`src/rtl/cpu_pkg.sv`:
```
// Shared CPU definitions: default datapath widths, instruction size and the
// fetch entry layout buffered between the ROM and decode.
package cpu_pkg;

  localparam int DEF_ADDR_W = 32;
  localparam int DEF_INST_W = 32;
  localparam int INST_BYTES = 4;

  typedef struct packed {
    logic [DEF_INST_W-1:0] inst;
    logic [DEF_ADDR_W-1:0] pc;
  } fetch_entry_t;

endpackage

```
`src/rtl/sync_fifo_flush.sv`:
```
// Synchronous FIFO with a single-cycle flush. Flush wins over push and pop.
// The head entry is presented combinationally on dout.
module sync_fifo_flush #(
  parameter int WIDTH = 64,
  parameter int DEPTH = 4
) (
  input  logic                       clk,
  input  logic                       rst,
  input  logic                       push,
  input  logic                       pop,
  input  logic                       flush,
  input  logic [WIDTH-1:0]           din,
  output logic [WIDTH-1:0]           dout,
  output logic [$clog2(DEPTH):0]     count
);

  localparam int PW = $clog2(DEPTH);
  localparam int CW = PW + 1;

  logic [WIDTH-1:0] mem [DEPTH];
  logic [PW-1:0]    rd_ptr;
  logic [PW-1:0]    wr_ptr;
  logic             do_push;
  logic             do_pop;

  assign do_push = push & ~flush & (count != CW'(DEPTH));
  assign do_pop  = pop & ~flush & (count != '0);
  assign dout    = mem[rd_ptr];

  // Storage array; contents need no reset because count gates visibility.
  always_ff @(posedge clk) begin
    if (do_push) mem[wr_ptr] <= din;
  end

  // Pointer and count bookkeeping.
  always_ff @(posedge clk or negedge rst) begin
    if (!rst) begin
      rd_ptr <= '0;
      wr_ptr <= '0;
      count  <= '0;
    end else if (flush) begin
      rd_ptr <= '0;
      wr_ptr <= '0;
      count  <= '0;
    end else begin
      if (do_push) wr_ptr <= wr_ptr + PW'(1);
      if (do_pop)  rd_ptr <= rd_ptr + PW'(1);
      case ({do_push, do_pop})
        2'b10:   count <= count + CW'(1);
        2'b01:   count <= count - CW'(1);
        default: count <= count;
      endcase
    end
  end

  // The upstream credit scheme must never deliver a word with no room left.
  assert property (@(posedge clk) disable iff (!rst)
    !(push && !pop && !flush && count == CW'(DEPTH)));

endmodule

```
`src/rtl/fetch_queue.sv`:
```
// Instruction fetch front end: walks a fetch PC through a one-cycle-latency
// ROM, buffers returned words with their PCs, and hands them to decode over
// valid/ready. A redirect discards everything queued and in flight.
module fetch_queue
  import cpu_pkg::*;
#(
  parameter int ADDR_W                = DEF_ADDR_W,
  parameter int INST_W                = DEF_INST_W,
  parameter int ROM_AW                = 5,
  parameter int DEPTH                 = 4,
  parameter logic [ADDR_W-1:0] RESET_PC = '0
) (
  input  logic                     clk,
  input  logic                     rst,
  output logic [ROM_AW-1:0]        rom_addr,
  input  logic [INST_W-1:0]        rom_q,
  input  logic                     redirect_valid,
  input  logic [ADDR_W-1:0]        redirect_pc,
  output logic                     inst_valid,
  output logic [INST_W-1:0]        inst,
  output logic [ADDR_W-1:0]        inst_pc,
  input  logic                     inst_ready,
  output logic [$clog2(DEPTH):0]   occupancy
);

  localparam int CW = $clog2(DEPTH) + 1;

  logic [ADDR_W-1:0] pc_f;
  logic [ADDR_W-1:0] pc_d1;
  logic              req_d1;
  logic              pop;
  logic              push;
  logic              issue;
  logic [CW:0]       committed;
  logic [INST_W-1:0] head_inst;
  logic [ADDR_W-1:0] head_pc;
  logic [INST_W-1:0] last_inst;
  logic [ADDR_W-1:0] last_pc;
  logic              not_empty;

  assign rom_addr   = pc_f[ROM_AW+1:2];
  assign not_empty  = (occupancy != '0);
  assign inst_valid = not_empty & ~redirect_valid;
  assign pop        = inst_valid & inst_ready;
  assign push       = req_d1 & ~redirect_valid;

  // Entries held plus the word already in flight, minus what leaves now,
  // must stay below DEPTH so the next returned word always has a slot.
  assign committed  = {1'b0, occupancy} + (CW+1)'(req_d1) - (CW+1)'(pop);
  assign issue      = ~redirect_valid & (committed < (CW+1)'(DEPTH));

  // With the queue empty the head slot holds stale data, so show the last
  // delivered entry instead.
  assign inst    = not_empty ? head_inst : last_inst;
  assign inst_pc = not_empty ? head_pc   : last_pc;

  // Fetch PC and in-flight request tracking.
  always_ff @(posedge clk or negedge rst) begin
    if (!rst) begin
      pc_f   <= RESET_PC;
      pc_d1  <= '0;
      req_d1 <= 1'b0;
    end else begin
      req_d1 <= issue;
      pc_d1  <= pc_f;
      if (redirect_valid)
        pc_f <= {redirect_pc[ADDR_W-1:2], 2'b00};
      else if (issue)
        pc_f <= pc_f + ADDR_W'(INST_BYTES);
    end
  end

  // Remember the head on display so it can be held once the queue drains.
  always_ff @(posedge clk or negedge rst) begin
    if (!rst) begin
      last_inst <= '0;
      last_pc   <= '0;
    end else if (not_empty) begin
      last_inst <= head_inst;
      last_pc   <= head_pc;
    end
  end

  sync_fifo_flush #(
    .WIDTH (INST_W + ADDR_W),
    .DEPTH (DEPTH)
  ) u_fifo (
    .clk   (clk),
    .rst   (rst),
    .push  (push),
    .pop   (pop),
    .flush (redirect_valid),
    .din   ({rom_q, pc_d1}),
    .dout  ({head_inst, head_pc}),
    .count (occupancy)
  );

endmodule

```
`config.mk`:
```
export PLATFORM = sky130hd
export DESIGN_NAME = fetch_queue
export DESIGN_NICKNAME = d
export VERILOG_FILES = /design/src/rtl/cpu_pkg.sv /design/src/rtl/sync_fifo_flush.sv /design/src/rtl/fetch_queue.sv
export SDC_FILE = /design/constraint.sdc
export NUM_CORES = 1
export LEC_CHECK = 0
export CORE_MARGIN = 2
export CORE_UTILIZATION = 35
export CTS_CLUSTER_DIAMETER = 120
export CTS_CLUSTER_SIZE = 25
export DETAILED_ROUTE_END_ITERATION = 6
export GPL_ROUTABILITY_DRIVEN = 0
export GPL_TIMING_DRIVEN = 0
export PLACE_DENSITY = 0.66
export SYNTH_ARGS = -nofsm -noshare
export SYNTH_HDL_FRONTEND = slang
export SYNTH_SLANG_ARGS = --single-unit
```
`constraint.sdc`:
```
create_clock -name clk -period 2.83 [get_ports clk]
set_input_delay 0.283 -clock clk [delete_from_list [all_inputs] [get_ports clk]]
set_output_delay 0.283 -clock clk [all_outputs]
set_load 0.005 [all_outputs]
```
==> results.ini, run 1 <==
[global_routing]
grt-ovfl-total = 0
grt_max_degree = 72
grt_pass1_vias = 8583
grt_pass1_wl_um = 49300
antenna_found_initial = 1
grt_util_all_layers_pct = 14.5

[clocking]
cts_buffer_depth = 3
clock-sinks = 380
cts_tree = done
clkLatencyLatePin_ps = 520
cts_buffers = 19
cts-root-buf = clkbuf_16
clk_pin_slew_worst_paths_ps = 100
htree_num_levels = 1

[finish]
layout-drive-gt1-share_pct = 17.0
nFillCells = 3635
multi_input_area_um2 = 3800
area_growth_pct = 23.0
nets = 1180
layout.cells.non_filler = 1647
diodes = 0
seqCellArea_um2 = 10800

[pwr]
p_clk_share_pct = 18.1
power.density_nw_per_um2 = 932
power.internal_mw = 11.6
leakage_nw = 6.73
seq_power_share_pct = 44.1
comb_power_share_pct = 37.8
swShare_pct = 31.0
ir_drop_v = 0.000367
p_switching_mw = 5.21

[logic_synthesis]
synth_common_cells = edfxtp_1 (248), nand2_1 (224), dfrtp_1 (132), mux4_2 (62), clkbuf_1 (28)
syn_nets = 992
synthArstFlopShare_pct = 34.7
syn-instance-count = 915
synth.most_common_cell = edfxtp_1
synth_top_area_cell = edfxtp_1
netlist_area_um2 = 14600
synth.avg_cell_area_um2 = 16.0
synth-seq-cells = 380
synth-edff-count = 248
synth.distinct_cells = 51
synth_seq_area_share_pct = 73.4
ys.flop_type = edfxtp_1
synth.area.top_cells = edfxtp_1 (51%), dfrtp_1 (23%), mux4_2 (9.5%), nand2_1 (5.7%), xnor2_1 (1.1%)
yosysTopAreaCellShare_pct = 50.8
ys_warn_count = 0

[sta]
setup_violations = 7
post-route-min-period_ps = 2880
clock.fmax_mhz = 347
fin_skew_ps = 23.8
hold_violations = 0
maxSlewViolCount = 0
slew-limit-headroom_pct = 54.7
finalWorstSetupSlack_ps = -51.5
worst-slew-pin-transition_ps = 679
rsz0062_at_grt = true
hold_ws_ps = 179
tns_ps = -213
final.period_utilization_pct = 102

[die]
row_count = 74
start_util_pct = 35.6
die_x_um = 209
die_h_um = 209
die-area_um2 = 43500
coreArea_um2 = 41100
io_pins = 141

[detailed_routing]
drt_iter0_markers = 475
vias = 8114
antenna_left = 0
drc = 0
dr.pass1.iters = 5
via_per_inst = 4.93
totalWireLength_um = 31600
wl_per_cell_um = 19.2

[flow_run]
cap_violations = 0

[worst_setup_path]
reg2reg_to = pc_f[21]$_DFFE_PN0P_
required_ps = 3250
reg2reg_depth = 14
r2r-start = u_fifo.count[0]$_DFFE_PN0P_
path_max_fanout = 4
crit_path_end_kind = flip-flop
reg2reg_slack_ps = -50
path_class = reg2reg
critPathLaunch = u_fifo.count[0]$_DFFE_PN0P_
crit_end = pc_f[21]$_DFFE_PN0P_
arrival_ps = 3300
cp-start-kind = flip-flop

[min_path]
hold_path.class = in2reg

[place]
pre_cts_ws_ps = -541
dp_hpwl_um = 20400
port_buffers = 136
dp.cells = 1588

[outcome]
outcome = finished with violations
violations = negative setup slack

## worst max-delay path, cell delays in order, from the launching register on
cell and delay [ps]:
dfrtp_2 420, or3_4 390, buf_8 140, nand2_4 80, nor2_4 50, ha_4 190, inv_4 50, ha_4 110
nand3b_1 120, mux2i_4 250, buf_12 150, a2111oi_4 350, buf_4 180, nor3b_2 30, a221o_1 250
## metrics by stage
stage | cell area (um^2) | util, % | total power [mW]
2_1_floorplan | 14700 | - | 10.4
3_3_place_gp | 16700 | 40.7 | 13.2
3_5_place_dp | 16800 | 41.0 | 13.4
4_1_cts | 17800 | 43.2 | 16.9
5_1_grt | 18000 | 43.8 | 17.8
6_report | 18000 | 43.8 | 16.8
## power groups by stage
stage                     clock network, mW  registers (mW)  logic, mW
after global routing                   3.36            7.49       6.98
after global placement                    0            7.50       5.71
final                                  3.04            7.40       6.35
after floorplan                           0            7.37       2.98
after CTS                              3.18            7.40       6.30
after detailed placement                  0            7.52       5.86
## cell type report
cell class / count / share of cell area, %
Clock inverter: 1 / 0.0903
Clock buffer: 32 / 3.03
Tap cell: 532 / 3.69
Multi-Input combinational cell: 474 / 21.1
Timing Repair Buffer: 170 / 10.1
Buffer: 45 / 1.98
Inverter: 13 / 0.285
Sequential cell: 380 / 59.7
## flip-flops by register name, summed over array words and instances, names as in the netlist
name	cells
last_inst	32
last_pc	32
pc_d1	30
pc_f	30
req_d1	1
u_fifo.count	3
u_fifo.mem	248
u_fifo.rd_ptr	2
u_fifo.wr_ptr	2
## how the worst min path moves through the flow
stage	start	slack, ps	cells after the start	end
after floorplan	rst	-10	0	last_inst[0]$_DFF_PN0_
after global placement	pc_f[11]$_DFFE_PN0P_	400	0	pc_d1[11]$_DFF_PN0_
after detailed placement	rst	340	1	last_inst[7]$_DFF_PN0_
after CTS	redirect_valid	160	4	pc_f[25]$_DFFE_PN0P_
after global routing	redirect_valid	210	4	pc_f[23]$_DFFE_PN0P_
final	redirect_valid	180	4	pc_f[25]$_DFFE_PN0P_
## kinds of logic after synthesis
kind of cell             synth area share [%]
adder cells (fa/ha/maj)                 0.820
multiplexers                             10.2
AND/OR/NAND/NOR                          9.04
XOR/XNOR                                 1.26
flip-flops                               73.4
AO/OA/AOI/OAI                            3.44
buffers and inverters                    1.89
## cells in the final DEF (no fill, tap or decap), types with 8 or more instances in the layout
| master | instances |
|---|---|
| edfxtp_1 | 248 |
| nand2_1 | 221 |
| dfrtp_1 | 127 |
| clkdlybuf4s50_1 | 111 |
| mux4_2 | 62 |
| buf_4 | 32 |
| dlymetal6s2s_1 | 23 |
| clkbuf_16 | 20 |
| clkbuf_1 | 19 |
| xnor2_1 | 19 |
| o21ai_1 | 17 |
| nor2_1 | 16 |
| nand3_1 | 12 |
| inv_1 | 11 |
| nor3_1 | 11 |
| nand4_1 | 10 |
| buf_6 | 9 |
| nor2b_1 | 8 |
| mux2i_1 | 8 |
## routing by layer
metal | GRT usage [%] | vias to the layer above | part of all wire [%]
li1 | - | 3743 | -
met1 | 18.7 | 4131 | 42
met2 | 25.7 | 204 | 50
met3 | 2.48 | 34 | 5.2
met4 | 3.47 | 2 | 2.0
met5 | 0 | - | 0.051
## repair_timing
action / 4_1_cts / 5_1_grt
pin swaps: 11 / 12
resized for setup: 71 / 64
hold endpoints to repair: 61 / 0
hold buffers: 1 / 0
cloned: 2 / 0
endpoints found under the setup margin: 95 / 76
setup buffers: 17 / 9
Power figures use the tool's default switching activity.
==> run 2: changes to the inputs <==
--- a/config.mk
+++ b/config.mk
@@ -12,7 +12,7 @@
 export DETAILED_ROUTE_END_ITERATION = 6
 export GPL_ROUTABILITY_DRIVEN = 0
 export GPL_TIMING_DRIVEN = 0
-export PLACE_DENSITY = 0.66
+export REMOVE_ABC_BUFFERS = 1
 export SYNTH_ARGS = -nofsm -noshare
 export SYNTH_HDL_FRONTEND = slang
 export SYNTH_SLANG_ARGS = --single-unit
==> results.ini, run 2 (synthesized netlist as in run 1, its figures left out) <==
[sta]
post-route-min-period_ps = 2760
setup_violations = 0
rsz0062_at_grt = true
final.period_utilization_pct = 97.7
maxSlewViolCount = 0
clock.fmax_mhz = 362
hold_ws_ps = 290
fin_skew_ps = 29.2
worst-slew-pin-transition_ps = 642
hold_violations = 0
finalWorstSetupSlack_ps = 66.2
slew-limit-headroom_pct = 57.2

[detailed_routing]
drt_iter0_markers = 464
antenna_left = 0
dr.pass1.iters = 4
drc = 0
wl_per_cell_um = 20.6
vias = 8050
totalWireLength_um = 33500
via_per_inst = 4.95

[die]
die_x_um = 209
row_count = 74
die_h_um = 209
coreArea_um2 = 41100
start_util_pct = 35.6
io_pins = 141
die-area_um2 = 43500

[finish]
top_regs = u_fifo.mem (248), last_inst (32), last_pc (32)
largest_reg_flops = 248
post-route-cell-area_um2 = 18000
final_common_cell = edfxtp_1
layout-drive-gt1-share_pct = 15.6
area_growth_pct = 22.8
nFillCells = 3708
top_register = u_fifo.mem
diodes = 0
layout_common_cells = edfxtp_1 (248), nand2_1 (221), dfrtp_1 (127)
nets = 1159

[clocking]
clock-sinks = 380
cts_buffer_depth = 3
cts_buffers = 19
clkLatencyLatePin_ps = 530
cts-root-buf = clkbuf_16
htree_num_levels = 1
clk_pin_slew_worst_paths_ps = 100
cts_tree = done

[global_routing]
grt_util_all_layers_pct = 15.0
grt_pass1_wl_um = 50500
antenna_found_initial = 0
grt_max_degree = 78
grt-ovfl-total = 0
grt_pass1_vias = 8314

[place]
dp_hpwl_um = 19000
pre_cts_ws_ps = -999
place_area_um2 = 16800
port_buffers = 138

[worst_setup_path]
cp-start-kind = flip-flop
arrival_ps = 2480
crit_path_end_kind = output pin
path_max_fanout = 5
slowest_delay_ps = 520
path_class = reg2out
crit_slowest_cell = dfrtp_4
crit_chain = buf_8 -> buf_16 -> mux4_2 -> nand2_2 -> nand2_1 -> clkdlybuf4s50_1
required_ps = 2550

[pwr]
leakage_nw = 6.66
power.density_nw_per_um2 = 941
comb_power_share_pct = 38.3
power_mw = 16.9
ir_drop_v = 0.000494
power.internal_mw = 11.6
p_switching_mw = 5.35
swShare_pct = 31.6
p_clk_share_pct = 18.0
seq_power_share_pct = 43.8

[min_path]
hold_path.class = in2reg

[outcome]
outcome = finished clean

[flow_run]
cap_violations = 0

[run 2: cell count changes in the layout (fill, tap and decap cells not counted), moves of 4 or more]
cell / previous run / this run
clkbuf_1: 19 / 13
clkbuf_4: 4 / 0
buf_16: 4 / 9
buf_4: 32 / 24
clkdlybuf4s50_1: 111 / 117
clkbuf_2: 6 / 0
dlymetal6s2s_1: 23 / 19
[run 2: area by class of cell]
| cell class | count | area, um^2 | share of cell area (%) |
|---|---|---|---|
| Inverter | 13 | 48.8 | 0.271 |
| Sequential cell | 380 | 10800 | 59.8 |
| Tap cell | 532 | 666 | 3.70 |
| Clock inverter | 1 | 20.0 | 0.111 |
| Timing Repair Buffer | 194 | 2230 | 12.4 |
| Clock buffer | 32 | 524 | 2.91 |
| Multi-Input combinational cell | 474 | 3730 | 20.7 |
[run 2: per-layer routing]
metal | GRT usage [%] | part of all wire (%) | up-vias
met5 | 0 | 0 | -
met4 | 2.98 | 1.8 | 0
met3 | 1.94 | 3.4 | 29
met2 | 24.6 | 48 | 163
met1 | 21.8 | 47 | 4164
li1 | - | - | 3694
[run 2: stage by stage]
step | utilization (%) | cells | setup TNS, ps
3_3_place_gp | 40.1 | 1537 | -2268400
6_report | 43.7 | 1626 | 0
5_1_grt | 43.7 | 1626 | -97.2
3_5_place_dp | 40.9 | 1552 | -24030
4_1_cts | 43.1 | 1617 | 0
2_1_floorplan | - | 867 | -214050
[run 2: power by group through the flow]
stage          registers (mW)  logic [mW]  clock network (mW)
6_report                 7.41        6.48                3.04
3_5_place_dp             7.71        5.76                   0
2_1_floorplan            7.58        2.60                   0
3_3_place_gp             7.75        4.38                   0
5_1_grt                  7.51        7.11                3.34
4_1_cts                  7.41        6.33                3.15
[run 2: final timing paths]
check	start	depth (start not counted)	slack, ps	to
worst max register to register	u_fifo.count[0]$_DFFE_PN0P_	11	70	pc_f[21]$_DFFE_PN0P_
max in group asynchronous	rst	3	1660	last_pc[30]$_DFF_PN0_
worst min register to register	pc_f[31]$_DFFE_PN0P_	0	440	pc_d1[31]$_DFF_PN0_
min in group asynchronous	rst	2	300	last_inst[10]$_DFF_PN0_
worst min-delay path	redirect_valid	3	290	pc_f[21]$_DFFE_PN0P_
worst max-delay path	u_fifo.rd_ptr[0]$_DFFE_PN0P_	6	70	inst_pc[31]
[run 2: worst max-delay path: cells and delay by family (launching register included)]
kind | cells | cell delay (ps)
buf+inv | 3 | 750
flops | 1 | 520
mux | 1 | 500
simple gates | 2 | 180
[run 2: repair_timing]
item | 4_1_cts | 5_1_grt
hold endpoints to repair | 55 | 0
setup buffers | 32 | 5
gates cloned | 0 | 4
hold buffers | 1 | 0
setup endpoints to repair | 95 | 60
pin swaps | 6 | 6
gates resized for setup | 7 | 41
